### src/rtl/noc_output_port.sv
// ============================================================================
// noc_output_port : flit-FIFO drain, XY route on head flit, 4-phase req/ack TX
// Rev 1.0 - initial release
// ============================================================================
`default_nettype none

module noc_output_port #(
  parameter int         DATA_WIDTH = 37,
  parameter logic [3:0] POSITION   = 4'b0101
) (
  input  logic                  clk,
  input  logic                  reset,
  input  logic [DATA_WIDTH-1:0] fifo_q,
  input  logic                  fifo_empty,
  output logic                  rdreq,
  output logic [DATA_WIDTH-1:0] dataOut,
  output logic                  Outr_L,
  output logic                  Outr_N,
  output logic                  Outr_E,
  output logic                  Outr_S,
  output logic                  Outr_W,
  input  logic                  Outw_L,
  input  logic                  Outw_N,
  input  logic                  Outw_E,
  input  logic                  Outw_S,
  input  logic                  Outw_W,
  output logic                  busy,
  output logic                  pkt_sent
);

  localparam logic [2:0] c_DIR_W = 3'd0;
  localparam logic [2:0] c_DIR_S = 3'd1;
  localparam logic [2:0] c_DIR_E = 3'd2;
  localparam logic [2:0] c_DIR_N = 3'd3;
  localparam logic [2:0] c_DIR_L = 3'd4;

  typedef enum logic [1:0] {
    S_IDLE  = 2'd0,
    S_FETCH = 2'd1,
    S_REQ   = 2'd2,
    S_REL   = 2'd3
  } state_t;

  state_t                r_state;
  logic                  r_rdreq;
  logic [DATA_WIDTH-1:0] r_data;
  logic [4:0]            r_outr;
  logic [2:0]            r_dir;
  logic                  r_head;
  logic                  r_busy;
  logic                  r_pkt_sent;

  logic [4:0]            w_ack;
  logic                  w_ack_sel;
  logic [2:0]            w_route;
  logic [2:0]            w_dir_next;
  logic [4:0]            w_onehot;

  // Vector bit index equals the direction code, so ack/req select by r_dir.
  assign w_ack     = {Outw_L, Outw_N, Outw_E, Outw_S, Outw_W};
  assign w_ack_sel = w_ack[r_dir];

  always_comb begin
    w_route = c_DIR_L;
    if (fifo_q[3:2] > POSITION[3:2])      w_route = c_DIR_E;
    else if (fifo_q[3:2] < POSITION[3:2]) w_route = c_DIR_W;
    else if (fifo_q[1:0] > POSITION[1:0]) w_route = c_DIR_N;
    else if (fifo_q[1:0] < POSITION[1:0]) w_route = c_DIR_S;
  end

  assign w_dir_next = r_head ? w_route : r_dir;
  assign w_onehot   = 5'b00001 << w_dir_next;

  always_ff @(posedge clk or posedge reset) begin
    if (reset) begin
      r_state    <= S_IDLE;
      r_rdreq    <= 1'b0;
      r_data     <= '0;
      r_outr     <= '0;
      r_dir      <= c_DIR_L;
      r_head     <= 1'b1;
      r_busy     <= 1'b0;
      r_pkt_sent <= 1'b0;
    end else begin
      r_rdreq    <= 1'b0;
      r_pkt_sent <= 1'b0;
      case (r_state)
        S_IDLE: begin
          if (!fifo_empty) begin
            r_rdreq <= 1'b1;
            r_state <= S_FETCH;
          end
        end
        S_FETCH: begin
          r_data  <= fifo_q;
          r_dir   <= w_dir_next;
          r_outr  <= w_onehot;
          if (r_head) r_busy <= 1'b1;
          r_state <= S_REQ;
        end
        S_REQ: begin
          if (w_ack_sel) begin
            r_outr  <= '0;
            r_state <= S_REL;
          end
        end
        S_REL: begin
          // Waiting for ack low here keeps the next req from overlapping it.
          if (!w_ack_sel) begin
            if (r_data[4]) begin
              r_head     <= 1'b1;
              r_busy     <= 1'b0;
              r_pkt_sent <= 1'b1;
            end else begin
              r_head <= 1'b0;
            end
            r_state <= S_IDLE;
          end
        end
        default: r_state <= S_IDLE;
      endcase
    end
  end

  assign rdreq    = r_rdreq;
  assign dataOut  = r_data;
  assign Outr_W   = r_outr[0];
  assign Outr_S   = r_outr[1];
  assign Outr_E   = r_outr[2];
  assign Outr_N   = r_outr[3];
  assign Outr_L   = r_outr[4];
  assign busy     = r_busy;
  assign pkt_sent = r_pkt_sent;

endmodule

`default_nettype wire

### config.mk
export PLATFORM = sky130hd
export DESIGN_NAME = noc_output_port
export DESIGN_NICKNAME = d
export VERILOG_FILES = /design/src/rtl/noc_output_port.sv
export SDC_FILE = /design/constraint.sdc
export NUM_CORES = 1
export LEC_CHECK = 0
export ABC_AREA = 1
export CAP_MARGIN = 25
export CORE_MARGIN = 2
export CORE_UTILIZATION = 35
export DETAILED_ROUTE_END_ITERATION = 16
export MAX_ROUTING_LAYER = met4
export PLACE_DENSITY_LB_ADDON = 0.2
export SETUP_SLACK_MARGIN = 0.5
export SYNTH_ARGS = -nofsm -noshare
export SYNTH_HDL_FRONTEND = slang
export SYNTH_SLANG_ARGS = --single-unit
### constraint.sdc
create_clock -name clk -period 1.3 [get_ports clk]
set_input_delay 0.13 -clock clk [delete_from_list [all_inputs] [get_ports clk]]
set_output_delay 0.13 -clock clk [all_outputs]
set_load 0.01 [all_outputs]
==> flow_summary.toml <==
[synthesis]
synth-seq-area-share_pct = 58.94
ys_seq_elements = 51
netlist_top_cells_area = "dfrtp_1, nand2_1, inv_1, nand3_1, dfstp_2"
synth_edf_count = 0
synth.cells.most_frequent = "nand2_1, dfrtp_1, inv_1"
netlist-cell-type-count = 20
ys_async_sr_fraction_pct = 100.0
syn_nets = 309
yosys.area.top_type_share_pct = 56.52
ys.warnings.count = 0
synth_flop_cell = "dfrtp_1"
cell_count_after_synthesis = 260
mappedNetlistArea_um2 = 2170
netlist.top_cell.by_area = "dfrtp_1"
syn_avg_cell_area_um2 = 8.345
yosysMostFrequentCell = "nand2_1"

[cts]
clock_tree.buffer_depth = 2
cts_root_buf = "clkbuf_8"
tritoncts = "built"
cts_max_level = 2
path_clk_slew_ns = 0.08
numCtsBuffers = 5
clock_insertion_delay_worst_skew_ns = 0.30
cts_num_sinks = 51

[cells_and_area]
finalNonFillerCells = 461
layout-drive-gt1-share_pct = 34.97
n_antenna_cell = 0
syn2layout_area_growth_pct = 65.63
final_core_utilization_pct = 60.34
num-nets-final = 434
num-fill-cells = 581
final_design_area_no_fill_um2 = 3593

[timing]
setup-tns-final_ns = 0
finalWorstPathRequiredPeriod_ns = 1.272
setup_viol = 0
rsz0062_at_grt = "yes"
timing.final.crit_share_pct = 97.88
drv_slew = 0
clock.fmax_mhz = 785.9
max_slew_margin_pct = 76.41
worstMarginPinSlew_ns = 0.3502
final.setup.worst_slack_ns = 0.02751
final_hold_viol_count = 0
timing.hold.ws_ns = 0.1420
clock-skew-final_ns = 0.003723

[floorplan]
die_area_um2 = 6844
top_level_ports = 90
core_area_um2 = 5956
placementRows = 28
die_w_um = 82.73
start_util_pct = 36.43
die_h_um = 82.73

[routing]
drc_errors = 0
wl_um = 5775
drt_first_iter_violations = 108
wl_per_cell_um = 12.53
vias = 2040
drt_pass1_iterations = 4
final_antenna_net_count = 0
drt-vias-per-instance = 4.425

[global_routing]
globalRoute.totalOverflow = 0
grt_usage_pct = 17.14
largest_net_degree_at_the_start_of_global_routing = 32
grt_first_pass_wirelength_um = 8590
antenna_violations_before_repair = 0
grt_pass1_vias = 1929

[critical_path]
r2r_end = "r_outr[1]$_DFFE_PP0P_"
end_kind = "flop"
biggest_fanout_along_the_worst_timing_path = 6
r2r.worst_path.cells = 8
regToRegSetupSlack_ns = 0.03
required_time_of_the_critical_path_ns = 1.54
source_of_the_worst_register_to_register_timing_path = "r_state[1]$_DFFE_PP0P_"
criticalPathCategory = "reg -> reg"
timing.critical_path.arrival_ns = 1.52
startpoint_type = "flop"

[power]
p_leak_nw = 1.935
ir_drop_v = 0.001016
powerDensity_nw_per_um2 = 2372
design_power_total_mw = 8.523

[placed_design]
hpwl_after_dpl_um = 3862
io_buffers = 89
placement.setup.worst_slack_ns = -0.1980
area_after_dpl_um2 = 3243
place_congestion = 0.7781
placedCellCount = 429

[run]
max_cap_violations = 0

[worst_hold_path]
hold_path.class = "in -> async"

[status]
outcome = "complete, no violations"
## cell usage in the layout, fill, tap and decap left out, types with 3 or more instances in the layout
| cell | instances |
|---|---|
| o21ai_1 | 5 |
| nor2_1 | 4 |
| nand4_1 | 4 |
| inv_1 | 16 |
| nand2_2 | 21 |
| nand3_2 | 3 |
| dfrtp_1 | 49 |
| nand3_1 | 12 |
| clkdlybuf4s50_1 | 44 |
| o21ai_0 | 3 |
| nor2_4 | 3 |
| clkbuf_8 | 7 |
| nand2_4 | 9 |
| buf_4 | 28 |
| nand2_1 | 109 |
| buf_6 | 16 |
| buf_2 | 33 |
## layout make-up
type	count	area (um2)	share of cell area [%]
clock buffers	8	100.1	2.786
inverters	21	90.09	2.507
multi-input cells	180	929.6	25.87
flip-flops and latches	51	1279	35.59
well taps	75	93.84	2.611
repair buffers	126	1101	30.64
## routing by layer
layer / GRT usage (%) / up-vias / part of all wire (%)
li1: - / 1044 / -
met1: 20.91 / 927 / 45
met2: 27.50 / 63 / 46
met3: 5.109 / 6 / 7.5
met4: 5.410 / 0 / 1.1
met5: - / - / 0
## cell families (layout without fill, tap and decap cells)
kind of cell / Yosys count / after routing / share of synthesized area, %
and+or+nand+nor: 166 / 166 / 31.08
DFF: 51 / 51 / 58.94
adders and majority gates: 4 / 4 / 2.307
buffers and inverters: 29 / 155 / 5.248
AOI/OAI and AO/OA: 10 / 10 / 2.422
## how the worst max path moves through the flow
stage | from | to | cells after the start | slack, ns
floorplan | r_state[1]$_DFFE_PP0P_ | r_outr[0]$_DFFE_PP0P_ | 9 | 0.05
global placement | fifo_q[2] | r_outr[2]$_DFFE_PP0P_ | 10 | -0.15
detailed placement | fifo_q[2] | r_outr[3]$_DFFE_PP0P_ | 10 | -0.20
CTS | r_state[0]$_DFFE_PP0P_ | r_state[0]$_DFFE_PP0P_ | 5 | 0.02
global route | r_dir[2]$_DFFE_PP1P_ | r_outr[0]$_DFFE_PP0P_ | 5 | -0.07
finish | r_state[1]$_DFFE_PP0P_ | r_outr[1]$_DFFE_PP0P_ | 8 | 0.03
## where the power goes
part           internal [mW]  total, mW  switching (mW)
registers               2.36       2.84           0.476
logic                   2.30       4.71            2.41
clock network          0.486      0.972           0.486
total                   5.15       8.52            3.37
## worst max-delay path, cell delays in order, from the launching register on
cell and delay (ns):
dfrtp_1 0.43, inv_2 0.10, ha_4 0.19, inv_6 0.06
nor2_4 0.12, inv_4 0.07, nor2_4 0.09, nand3_1 0.08
nand2_1 0.07
## what timing repair did
action	in CTS	in global routing
setup buffers	14	7
gates cloned	0	3
resized for setup	193	55
hold buffers	0	0
endpoints found under the hold margin	0	0
endpoints found under the setup margin	96	96
pin swaps	1	20
## sequential cells by signal, summed over array words and instances, names as in the netlist
| signal | cells |
|---|---|
| busy | 1 |
| dataOut | 37 |
| pkt_sent | 1 |
| r_dir | 3 |
| r_head | 1 |
| r_outr | 5 |
| r_state | 2 |
| rdreq | 1 |
Note: power is estimated with default switching activity, not from simulation.
